$ cat config.mk
export PLATFORM = sky130hd
export DESIGN_NAME = wptr_full_level
export DESIGN_NICKNAME = d
export VERILOG_FILES = /design/src/rtl/async_fifo_pkg.sv /design/src/rtl/sync_2ff.sv /design/src/rtl/wptr_full_level.sv
export SDC_FILE = /design/constraint.sdc
export NUM_CORES = 1
export LEC_CHECK = 0
export BUFFER_PORTS_ARGS = -buffer_cell sky130_fd_sc_hd__buf_2
export CAP_MARGIN = 25
export CORE_ASPECT_RATIO = 1.75
export CORE_MARGIN = 2
export CORE_UTILIZATION = 52
export DETAILED_ROUTE_END_ITERATION = 12
export PLACE_DENSITY = 0.81
export SYNTH_ARGS = -nofsm -noshare
export SYNTH_HDL_FRONTEND = slang
export SYNTH_SLANG_ARGS = --single-unit
$ cat constraint.sdc
create_clock -name wclk -period 3.62 [get_ports wclk]
set_input_delay 0.362 -clock wclk [delete_from_list [all_inputs] [get_ports wclk]]
set_output_delay 0.362 -clock wclk [all_outputs]
set_load 0.005 [all_outputs]
$ cat src/rtl/async_fifo_pkg.sv
// Shared helpers for both sides of the dual-clock FIFO: Gray/binary conversion
// and the depth derived from the RAM address width.
package async_fifo_pkg;

  localparam int unsigned DEFAULT_ADDRSIZE = 4;
  localparam int unsigned FIFO_DEPTH       = 2 ** DEFAULT_ADDRSIZE;

  function automatic int unsigned fifo_depth(input int unsigned addrsize);
    return 2 ** addrsize;
  endfunction

  // Operands are zero-extended to 32 bits, so one function serves any pointer width.
  function automatic logic [31:0] bin2gray(input logic [31:0] bin);
    return bin ^ (bin >> 1);
  endfunction

  // Each binary bit is the XOR of every Gray bit at or above its position.
  function automatic logic [31:0] gray2bin(input logic [31:0] gray);
    logic [31:0] bin;
    bin = '0;
    for (int i = 0; i < 32; i++) begin
      bin[i] = ^(gray >> i);
    end
    return bin;
  endfunction

endpackage

$ cat src/rtl/sync_2ff.sv
// Two-stage reset-to-0 synchronizer for a Gray-coded pointer crossing clock domains.
module sync_2ff #(
  parameter int unsigned WIDTH = 5
) (
  input  logic             clk,
  input  logic             rst_n,
  input  logic [WIDTH-1:0] d,
  output logic [WIDTH-1:0] q
);

  logic [WIDTH-1:0] q1;

  // NOTE: clocked state uses non-blocking assignments so both stages sample
  // the pre-edge values; blocking here would collapse the two flops into one.
  always_ff @(posedge clk or negedge rst_n) begin
    if (!rst_n) begin
      q1 <= '0;
      q  <= '0;
    end else begin
      q1 <= d;
      q  <= q1;
    end
  end

endmodule

$ cat src/rtl/wptr_full_level.sv
// Write-side control of the dual-clock FIFO: binary/Gray write pointer, full,
// almost-full, write-side fill level and sticky overflow.
module wptr_full_level
  import async_fifo_pkg::*;
#(
  parameter int unsigned ADDRSIZE     = DEFAULT_ADDRSIZE,
  parameter int unsigned AFULL_THRESH = 14
) (
  input  logic                wclk,
  input  logic                wrst_n,
  input  logic                winc,
  input  logic                wovf_clr,
  input  logic [ADDRSIZE:0]   rptr,
  output logic                wen,
  output logic [ADDRSIZE-1:0] waddr,
  output logic [ADDRSIZE:0]   wptr,
  output logic                wfull,
  output logic                awfull,
  output logic [ADDRSIZE:0]   wlevel,
  output logic                woverflow
);

  localparam int unsigned PW = ADDRSIZE + 1;
  localparam logic [PW-1:0] THRESH = PW'(AFULL_THRESH);

  logic [PW-1:0] wbin;
  logic [PW-1:0] wbinnext;
  logic [PW-1:0] wgraynext;
  logic [PW-1:0] wq2_rptr;
  logic [PW-1:0] wq2_rbin;
  logic [PW-1:0] wlevel_val;
  logic          wfull_val;
  logic          awfull_val;

  sync_2ff #(.WIDTH(PW)) u_rptr_sync (
    .clk   (wclk),
    .rst_n (wrst_n),
    .d     (rptr),
    .q     (wq2_rptr)
  );

  // NOTE: every signal written here gets a value on every pass, so no latch is inferred.
  always_comb begin
    wen        = winc & ~wfull;
    wbinnext   = wbin + PW'(wen);
    wgraynext  = PW'(bin2gray(32'(wbinnext)));
    wq2_rbin   = PW'(gray2bin(32'(wq2_rptr)));
    // Full when the next write pointer has lapped the read pointer by exactly one depth.
    wfull_val  = (wgraynext == {~wq2_rptr[ADDRSIZE:ADDRSIZE-1], wq2_rptr[ADDRSIZE-2:0]});
    wlevel_val = wbinnext - wq2_rbin;
    awfull_val = (wlevel_val >= THRESH);
  end

  assign waddr = wbin[ADDRSIZE-1:0];

  always_ff @(posedge wclk or negedge wrst_n) begin
    if (!wrst_n) begin
      wbin   <= '0;
      wptr   <= '0;
      wfull  <= 1'b0;
      awfull <= 1'b0;
      wlevel <= '0;
    end else begin
      wbin   <= wbinnext;
      wptr   <= wgraynext;
      wfull  <= wfull_val;
      awfull <= awfull_val;
      wlevel <= wlevel_val;
    end
  end

  // A write attempt while full takes priority over a same-cycle clear.
  always_ff @(posedge wclk or negedge wrst_n) begin
    if (!wrst_n) begin
      woverflow <= 1'b0;
    end else if (winc && wfull) begin
      woverflow <= 1'b1;
    end else if (wovf_clr) begin
      woverflow <= 1'b0;
    end
  end

endmodule
Word level (Yosys, flattened, before mapping)

Cells that the tools add are included.

Register bits after elaboration: 28
Input bits: 9
Output and inout bits: 18
Word-level logic and storage cells: 25

Add/sub/neg operators: 2
Magnitude comparators: 1
Equality and inequality tests: 1
Multiplexer cells: 2
Bitwise gates (word level): 4
Reductions and logical operators: 7

Operators by type and width:

| operator             | count |
|---|---|
| $reduce_xor A32 Y1   | 5 |
| $add A5 B1 Y5        | 1 |
| $eq A5 B5 Y1         | 1 |
| $ge A5 B4 Y1 const B | 1 |
| $sub A5 B5 Y5        | 1 |
| $xor A5 B4 Y5        | 1 |
| $mux W1              | 2 |
| $not A2 Y2           | 1 |
| $reduce_bool A2 Y1   | 1 |
| $and A1 B1 Y1        | 1 |
| $logic_and A1 B1 Y1  | 1 |
| $not A1 Y1           | 1 |

Longest topological paths before layout

Gate-level depths: netlist of the first run.

Depth in word-level cells: 5
Mapped depth: 10
Gate-level depth less buffers: 9

Hierarchy

From an unflattened synthesis of the first run, not the netlist that was laid out.

Cells, all modules: 93
Area total of the unflattened synthesis: 1,196.1 µm²

Modules (own cells, without submodules):

| module          | times used | cells each | area an instance (µm²) | sequential area each (µm²) |
|---|---|---|---|---|
| wptr_full_level | 1          | 83         | 945.9                  | 425.4 |
| sync_2ff        | 1          | 10         | 250.2                  | 250.2 |

Least setup slack after synthesis of the first run

No wires, ideal clock.

Kind: reg2reg
From: register u_rptr_sync.q[4]
To: register awfull
Library setup time: 120 ps
Data arrival time: 2,457 ps
Required time: 3,500 ps
Slack: 1,043 ps
Stages on the path, launching flop included: 11
Buffers on the path: 1
Clock period less this slack: 2,577 ps
Cell sequence: dfrtp_1 buf_2 xnor3_2 xor2_1 xnor2_1 ha_1 fa_1 or2b_1 o21ai_2 xnor2_1 a31o_1

Word-level cells in the longest chain between the ends: 3
Elaborated cells between the ends (all ways): 7
Classes of those cells: 1 x add/sub; 1 x order compare; 5 x reduce/logical

Ends and longest elaborated chain:

| what                     | RTL line              | text |
|---|---|---|
| start: declaration       | sync_2ff.sv:8         | `output logic [WIDTH-1:0] q` |
| start signal: assignment | sync_2ff.sv:21        | `q <= q1;` |
| $reduce_xor A32 Y1       | async_fifo_pkg.sv:22  | `bin[i] = ^(gray >> i);` |
| $sub A5 B5 Y5 (*)        | wptr_full_level.sv:50 | `wlevel_val = wbinnext - wq2_rbin;` |
| net wlevel_val[4]        | wptr_full_level.sv:31 | `logic [PW-1:0] wlevel_val;` |
| $ge A5 B4 Y1 (*)         | wptr_full_level.sv:51 | `awfull_val = (wlevel_val >= THRESH);` |
| net awfull_val           | wptr_full_level.sv:33 | `logic awfull_val;` |
| end signal: assignment   | wptr_full_level.sv:67 | `awfull <= awfull_val;` |
| end: declaration         | wptr_full_level.sv:18 | `output logic awfull,` |

Mark *: on every way through the listed nets, which the timed path passes. The rest lies on a longest branch.
A chain may end at the register's enable or synchronous reset.

Worst setup path in the final report of the first run

From: register u_rptr_sync.q[3]
To: register awfull

The elaborated chain is that of the path after synthesis.

==> results of run 1 <==
## placed cells by master (no fill, tap or decap), drive strengths merged
cell type / synthesis / routed
a2bb2oi: 1 / 1
xor2: 6 / 6
nand2b: 1 / 1
nand3: 1 / 1
mux2: 1 / 1
clkbuf: 1 / 4
ha: 5 / 5
or2b: 1 / 1
nand2: 3 / 3
nor3b: 1 / 1
nand4: 1 / 1
xnor2: 15 / 15
nor2: 1 / 1
xnor3: 2 / 2
dfrtp: 27 / 27
nand4b: 1 / 1
a21oi: 2 / 2
o21ai: 3 / 3
and2: 1 / 1
buf: 3 / 26
mux2i: 1 / 1
inv: 8 / 8
a31o: 1 / 1
fa: 1 / 1
and4: 1 / 1
nor2b: 1 / 1
nor3: 1 / 1
nor4: 1 / 1
## metal layers
metal | vias up | wire length (µm)
li1 | 346 | -
met1 | 358 | 702
met2 | 29 | 1083
met3 | 8 | 104
met4 | 0 | 51
met5 | - | 0
## registers in the layout, indices dropped and copies added, names as in the netlist
register and count:
u_rptr_sync.q1 5, u_rptr_sync.q 5, wbin 5, wlevel 5
wptr 4, awfull 1, wfull 1, woverflow 1
## worst reg2reg max path, stage by stage, from the launching register on
cell and delay (ps):
dfrtp_1 410, xnor3_2 500, xor2_1 280, xnor2_1 110
ha_1 210, fa_1 430, or2b_1 250, o21ai_2 120
xnor2_1 100, a31o_1 190
## area by class of cell
class	count	area (µm²)
clock buffer	4	45.04
timing repair buffer	26	130.1
multi-input combinational	53	506.7
fill	181	854.6
sequential	27	675.6
inverter	8	30.03
tap	25	31.28
## where the power goes
part,switching [mW],total (mW),leakage [nW],internal [mW]
Combinational,0.363,0.707,0.341,0.343
Sequential,0.0591,0.470,0.320,0.411
Clock,0.0871,0.166,0.0228,0.0787
Total,0.510,1.34,0.683,0.833
## final timing paths
kind / from / end / slack, ps
max: u_rptr_sync.q[3] / awfull / 910
min: wrst_n / u_rptr_sync.q[1] / 80
max reg2reg: u_rptr_sync.q[3] / awfull / 910
min reg2reg: u_rptr_sync.q1[0] / u_rptr_sync.q[0] / 360
max in group asynchronous: wrst_n / wlevel[4] / 3160
min in group wclk: rptr[3] / u_rptr_sync.q1[3] / 190
## synth_stat cells, drive strengths merged, types with 2 or more instances
cell type / instances
a21oi: 2
buf: 3
dfrtp: 27
xnor2: 15
nand2: 3
xnor3: 2
o21ai: 3
inv: 8
ha: 5
xor2: 6
## kinds of logic after synthesis
logic type / Yosys count / synth area share
DFF: 27 / 0.5477
xor gates and xnor gates: 23 / 0.2140
and+or+nand+nor: 15 / 0.07202
buffers and inverters: 12 / 0.04158
AOI/OAI and AO/OA: 7 / 0.04057
adders and majority gates: 6 / 0.06694
muxes: 2 / 0.01724
## stage by stage
| stage | power [mW] | util | std cells | worst slack, ps |
|---|---|---|---|---|
| 2_1_floorplan | 1.004 | - | 92 | 1043 |
| 3_3_place_gp | 1.162 | 0.6043 | 139 | 1007 |
| 3_5_place_dp | 1.187 | 0.6043 | 139 | 928.7 |
| 4_1_cts | 1.363 | 0.6241 | 143 | 904.2 |
| 5_1_grt | 1.476 | 0.6241 | 143 | 803.4 |
| 6_report | 1.343 | 0.6241 | 143 | 909.6 |
==> run metrics, run 1 <==
run status finished, final reports clean; final weighted congestion in routability-driven placement around 0.79; Top FF cell, synth dfrtp_1; count of buffers added by post-CTS timing repair for setup 0; Post-Place Cell Area 1374 µm²; floorplan die area around 2800 µm²; CP delay by family, top XOR/XNOR gates; clock tree from TritonCTS yes; cell area after synthesis approximately 1200 µm²; max frequency around 0.37 GHz; depth of the most critical reg-to-reg path 9; Leakage ~0.7 nW; FP Rows 23; DRC violation count after routing 0; share of Yosys cell area claimed by the top area cell type 0.5477; HP Class in2async; # port buffers 26; H-Tree Depth 1; Max-Slew Margin vs Limit 0.6189; initial standard-cell utilization of the core 0.5427; Avg Cell Area, Syn ~13 µm²; post-synthesis sequential element count 27; number of max-capacitance violations reported 0; number of cells on the critical path 9; quantity of gates resized following cts 0; global route hottest layer met2; detailed-route wire length per cell around 14 µm; estimated wirelength of the detail-placed design between 1000 and 1500 µm; post-detailed-routing wire length around 2000 µm; category of the most critical setup path reg2reg; Most common cell on crit path xnor2_1; TNS Setup 0 ps; final hold violation count 0; number of standard cells after synthesis 92; via-per-instance ratio between 5 and 6; critical path launch point type flip-flop; final setup violating endpoints 0; number of warnings printed during yosys synthesis 0; length of the first detailed-routing pass in iterations 4; portion of the clock cycle consumed by the worst path in the final layout 0.7487; Cell variety after synth 34; met2 track utilization from global routing 0.3027; antenna violation net count after detailed routing 0; core region area approximately 2300 µm²; fraction of layout instances using a drive strength above 1 0.2966; CP max FO 3; number of buffers and inverters on the critical path 0; Synth area leaders dfrtp_1, xnor2_1, ha_1, xor2_1, inv_1; io pins 27; sequential-to-total area share from yosys stat 0.5477; worst skew pair latency roughly 270 ps; global-route congestion overflow total 0; post-route design area 1419 µm²; Root Driver clkbuf_8; power per unit of standard cell area 946.5 nW/µm²; met3 layer usage reported by global route 0.05519; clock sink total 27; initial antenna violation count 0; maximum vdd drop slightly above 500 µV; hold slack 79.98 ps; Die X-Extent 40.82 µm; largest stage delay on the critical path approximately 500 ps; wire length of the first global-routing pass 3270 µm; number of synthesized flops with an enable pin 0; endpoint kind of the worst setup timing path flip-flop; die boundary height about 68 µm; critical path arrival around 2900 ps; number of nets in the synthesized netlist between 100 and 150; Slowest cell on crit path xnor3_2; cts bufs inserted 3; minimum clock period 2710 ps; unrepaired setup endpoints after global routing no; critical path required time between 3000 and 4000 ps; number of hold buffers added after CTS 0; worst clock skew on the final layout 3.893 ps; final-report max-slew violation count 0; met1 track demand over resource in global routing 0.1846; number of violations reported at the end of detailed-routing iteration 0 11; count of vias placed by the detailed router about 740; Bufs on Longest Clock Path 2; clock slew seen by the registers of the worst setup and hold paths 90 ps; largest net degree at the start of global routing 28; number of nets in the final layout ~130; library cell with the largest summed area after synthesis dfrtp_1; Worst Max-Slew Pin Slew ~570 ps; combined global-route utilization of all metal layers 0.1807; cells along the critical path xnor3_2 -> xor2_1 -> xnor2_1 -> ha_1 -> fa_1 -> or2b_1 -> o21ai_2 -> xnor2_1 -> a31o_1; share of flip-flops with an asynchronous set or reset 1.000; via count of the first global-routing pass between 700 and 800; Antenna Diode Count 0; P&R area growth vs syn 15.01%
Power figures use the tool's default switching activity.
==> run 2: changes to the inputs <==
==> constraint.sdc (replaced) <==
create_clock -name wclk -period 2.6 [get_ports wclk]
set_input_delay 0.26 -clock wclk [delete_from_list [all_inputs] [get_ports wclk]]
set_output_delay 0.26 -clock wclk [all_outputs]
set_load 0.005 [all_outputs]
==> run 2 against run 1 <==
Against the previous run:
- clock-buffer cell count did not move
- clock skew fell by 2.8 ps
- sequential power rose by 39%
- worst hold slack improved by 8.0 ps
- highest routed layer unchanged
- first-iteration DRC count rose by 45%
==> run metrics, run 2 (same netlist as run 1, synthesis figures left out) <==
final hold violation count 0; Post-Place Cell Area between 1000 and 1500 µm²; cells along the critical path xnor3_2 -> xor2_2 -> xnor2_1 -> ha_2 -> fa_2 -> or2b_1 -> o21ai_2 -> xnor2_1 -> a31o_1; Most common cell on crit path xnor2_1; unrepaired setup endpoints after global routing no; antenna violation net count after detailed routing 0; largest net degree at the start of global routing 28; number of nets in the final layout 142; global-route congestion overflow total 0; category of the most critical setup path reg2reg; total net switching power 0.7399 mW; Leakage between 0.7 and 0.8 nW; via count of the first global-routing pass 807; final setup violating endpoints 0; H-Tree Depth 1; clock slew seen by the registers of the worst setup and hold paths roughly 90 ps; power per unit of standard cell area about 1300 nW/µm²; Bufs on Longest Clock Path 2; proportion of total power due to net switching 0.3777; initial antenna violation count 0; TNS Setup 0 ps; clock sink total 27; Slowest cell on crit path xnor3_2; hold slack between 80 and 90 ps; clock tree from TritonCTS yes; floorplan die area between 2000 and 3000 µm²; number of max-capacitance violations reported 0; cts bufs inserted 3; io pins 27; length of the first detailed-routing pass in iterations 4; HP Class in2reg; die boundary height about 68 µm; share of total power in the clock network 0.120; critical path arrival approximately 2600 ps; critical path required time around 2800 ps; run status finished, final reports clean; Max-Slew Margin vs Limit 0.6197; cell internal power dissipation about 1.2 mW; via-per-instance ratio between 5 and 6; Worst Max-Slew Pin Slew approximately 570 ps; Root Driver clkbuf_8; detailed-route wire length per cell around 14 µm; largest stage delay on the critical path 460 ps; DRC violation count after routing 0; count of vias placed by the detailed router ~760; worst skew pair latency 270 ps; most frequent standard cell in the layout excluding fill and tap cells dfrtp_1; critical path launch point type flip-flop; maximum vdd drop 764.7 µV; estimated wirelength of the detail-placed design 1589 µm; combined global-route utilization of all metal layers 0.1871; Logic pwr share 0.546; minimum clock period around 2500 ps; portion of the clock cycle consumed by the worst path in the final layout 0.9492; Antenna Diode Count 0; top library cells by usage in the layout, fill and taps aside dfrtp_1, buf_2, xnor2_1; endpoint kind of the worst setup timing path flip-flop; wire length of the first global-routing pass between 3000 and 4000 µm; number of violations reported at the end of detailed-routing iteration 0 16; core region area about 2300 µm²; initial standard-cell utilization of the core 0.5427; P&R area growth vs syn 21.10%; CP max FO 3; final weighted congestion in routability-driven placement approximately 0.78; post-route design area approximately 1500 µm²; sequential fraction of design power 0.334; max frequency roughly 0.41 GHz; # port buffers 26; Die X-Extent ~41 µm; post-detailed-routing wire length ~2100 µm; final-report max-slew violation count 0; FP Rows 23; worst clock skew on the final layout 1.111 ps; fraction of layout instances using a drive strength above 1 0.3571
-- run 2: final timing paths --
| path | from | endpoint | slack, ps | cells after the start |
|---|---|---|---|---|
| setup / recovery | u_rptr_sync.q[2] | awfull | 130 | 9 |
| hold / removal | rptr[2] | u_rptr_sync.q1[2] | 90 | 1 |
| setup reg to reg | u_rptr_sync.q[2] | awfull | 130 | 9 |
| hold reg to reg | u_rptr_sync.q1[4] | u_rptr_sync.q[4] | 350 | 0 |
| max in group asynchronous | wrst_n | wbin[3] | 1710 | 2 |
| min in group asynchronous | wrst_n | wlevel[3] | 510 | 2 |
-- run 2: area by class of cell --
class / instances / area, µm²
Sequential cell: 27 / 675.6
Timing Repair Buffer: 34 / 192.7
Inverter: 8 / 30.03
Tap cell: 25 / 31.28
Fill cell: 189 / 779.5
Clock buffer: 4 / 45.04
Multi-Input combinational cell: 53 / 519.2
-- run 2: metal layers --
metal	wire length [µm]	part of all wire	GRT usage
met5	0	0	0
met4	40	0.019	0.08750
met3	77	0.037	0.01948
met2	1175	0.57	0.3379
met1	770	0.37	0.1996
-- run 2: timing repair --
action / 4_1_cts / 5_1_grt
pin swaps: 0 / 2
hold buffers: 1 / 0
gates resized for setup: 1 / 2
hold endpoints to repair: 27 / 0
setup buffers: 0 / 0
endpoints found under the setup margin: 1 / 1
-- run 2: critical path: cells and delay by family, from the launching register on --
kind	cells	cell delay [ps]
adder cells (fa/ha/maj)	2	530
flip-flops	1	370
AND/OR/NAND/NOR	1	240
AO/OA/AOI/OAI	2	320
XOR/XNOR	4	890
-- run 2: power groups by stage --
stage	clock (mW)	combinational (mW)	sequential [mW]
after CTS	0.239	1.08	0.656
after floorplan	0	0.732	0.666
final	0.235	1.07	0.654
after global placement	0	1.02	0.658
after global routing	0.256	1.21	0.676
after detailed placement	0	1.07	0.662
-- run 2: metrics by stage --
step	total power, mW	setup slack, ps	util	instances
after CTS	1.976	6.750	0.6549	151
after global routing	2.144	24.54	0.6571	151
after detailed placement	1.733	-29.35	0.6274	146
after floorplan	1.398	23.11	-	92
after global placement	1.675	103.0	0.6274	146
final	1.959	132.2	0.6571	151
==> run 3: changes to the inputs <==
--- a/config.mk
+++ b/config.mk
@@ -7,11 +7,11 @@
 export LEC_CHECK = 0
 export BUFFER_PORTS_ARGS = -buffer_cell sky130_fd_sc_hd__buf_2
 export CAP_MARGIN = 25
-export CORE_ASPECT_RATIO = 1.75
 export CORE_MARGIN = 2
-export CORE_UTILIZATION = 52
+export CORE_UTILIZATION = 55
 export DETAILED_ROUTE_END_ITERATION = 12
-export PLACE_DENSITY = 0.81
+export PLACE_DENSITY = 0.85
 export SYNTH_ARGS = -nofsm -noshare
 export SYNTH_HDL_FRONTEND = slang
 export SYNTH_SLANG_ARGS = --single-unit
+export TNS_END_PERCENT = 1
==> constraint.sdc (replaced) <==
create_clock -name wclk -period 3.1 [get_ports wclk]
set_input_delay 0.31 -clock wclk [delete_from_list [all_inputs] [get_ports wclk]]
set_output_delay 0.31 -clock wclk [all_outputs]
set_load 0.005 [all_outputs]
==> run 3 against run 2 <==
Against the previous run:
- via count is 5.4% lower
- critical path depth did not move
- clock-buffer cell count fell by 1
- non-clock buffer count shrank 7
- combinational power is 22% lower
- global-route usage shrank 1.8 points
- routed wire length down 10%
- die area shrank 5.6%
- first-iteration DRC count is 31% lower
- final area shrank 5.0%
- clock skew increased by 6.8 ps
- sequential share of layout area is 2.4 points higher
==> run metrics, run 3 (same netlist as run 1, synthesis figures left out) <==
clock slew seen by the registers of the worst setup and hold paths about 150 ps; top library cells by usage in the layout, fill and taps aside dfrtp_1, buf_2, xnor2_1; most frequent standard cell in the layout excluding fill and tap cells dfrtp_1; instance count along the most critical hold path 1; hold slack just under 70 ps; Root Driver clkbuf_4; Design Power ~1.5 mW; number of nets in the final layout about 140; worst reg2reg startpoint u_rptr_sync.q[3]; DRC violation count after routing 0; number of buffers and inverters on the critical path 0; power per unit of standard cell area around 1100 nW/µm²; initial standard-cell utilization of the core 0.5686; category of the most critical setup path reg2reg; detailed-route wire length per cell roughly 13 µm; minimum clock period between 2000 and 3000 ps; estimated wirelength of the detail-placed design about 1500 µm; die boundary height roughly 51 µm; critical path arrival just under 3000 ps; unrepaired setup endpoints after global routing no; worst skew pair latency 330 ps; maximum vdd drop roughly 620 µV; final setup violating endpoints 0; Most common cell on crit path xnor2_1; max frequency between 0.3 and 0.4 GHz; largest net degree at the start of global routing 28; worst clock skew on the final layout about 7.9 ps; floorplan die area approximately 2600 µm²; cells along the critical path xnor3_2 -> xor2_1 -> xnor2_1 -> ha_1 -> fa_1 -> or2b_1 -> o21ai_2 -> xnor2_1 -> a31o_1; initial antenna violation count 0; Hold Startpoint rptr[1]; via count of the first global-routing pass between 700 and 800; Slowest cell on crit path xnor3_2; final hold violation count 0; H-Tree Depth 1; depth of the most critical reg-to-reg path 9; final weighted congestion in routability-driven placement 0.7185; HP Class in2reg; largest stage delay on the critical path just under 500 ps; Worst Max-Slew Pin Slew ~550 ps; number of violations reported at the end of detailed-routing iteration 0 11; via-per-instance ratio approximately 5; antenna violation net count after detailed routing 0; CP delay by family, top XOR/XNOR gates; Bufs on Longest Clock Path 2; critical path launch point type flip-flop; number of cells on the critical path 9; Max-Slew Margin vs Limit 0.6325; TNS Setup 0 ps; count of vias placed by the detailed router 717; CP max FO 3; Antenna Diode Count 0; cts bufs inserted 3; Die X-Extent roughly 51 µm; combined global-route utilization of all metal layers 0.1688; clock tree from TritonCTS yes; final-report max-slew violation count 0; CP Launch Point u_rptr_sync.q[3]; # port buffers 26; fraction of layout instances using a drive strength above 1 0.3025; length of the first detailed-routing pass in iterations 4; post-detailed-routing wire length 1849 µm; io pins 27; number of max-capacitance violations reported 0; run status finished, final reports clean; core region area between 2000 and 2500 µm²; endpoint kind of the worst setup timing path flip-flop; wire length of the first global-routing pass 3180 µm; count of buffers added by post-CTS timing repair for setup 0; portion of the clock cycle consumed by the worst path in the final layout 0.8750; FP Rows 17; critical path required time about 3300 ps; P&R area growth vs syn 15.01%; clock sink total 27; Leakage 0.6828 nW; global-route congestion overflow total 0
run 3: changes by cell type in the layout (fill, tap and decap cells not counted), sizes merged:
| cell | before | now |
|---|---|---|
| clkbuf | 4 | 3 |
| inv | 8 | 9 |
| buf | 33 | 26 |
run 3: layer usage:
layer / GRT usage / wire [µm] / share of wire
met4: 0.05702 / 25 / 0.014
met5: 0 / 0 / 0
met1: 0.1813 / 751 / 0.41
met2: 0.3162 / 1002 / 0.54
met3: 0.04386 / 70 / 0.038
run 3: metrics by stage:
step	util	cell area (µm²)	setup slack, ps	std cells
finish	0.6540	1419	387.6	147
global route	0.6540	1419	221.8	147
CTS	0.6540	1419	375.0	147
detailed placement	0.6349	1378	418.9	142
global placement	0.6349	1378	510.4	142
floorplan	-	1234	523.1	92
run 3: area by class of cell:
type,instances,area [µm²]
flip-flops and latches,27,675.6
multi-input cells,53,506.7
clock inverters,1,8.758
clock buffers,3,22.52
inverters,8,30.03
repair buffers,27,140.1
well taps,28,35.03
fillers,171,750.7
run 3: final timing paths:
path	endpoint	slack (ps)
max	awfull	390
min	u_rptr_sync.q1[1]	70
max reg2reg	awfull	390
min reg2reg	u_rptr_sync.q[4]	360
max in group asynchronous	wlevel[2]	2250
min in group asynchronous	wbin[0]	470
run 3: timing repair:
action	CTS	global route
resized for setup	0	0
hold endpoints to repair	27	0
endpoints found under the setup margin	0	0
hold buffers	1	0
run 3: power breakdown:
group | internal [mW] | switching (mW) | leakage [nW]
registers | 0.479 | 0.0677 | 0.320
clock network | 0.0527 | 0.106 | 0.0183
logic | 0.406 | 0.430 | 0.345
total | 0.938 | 0.604 | 0.683
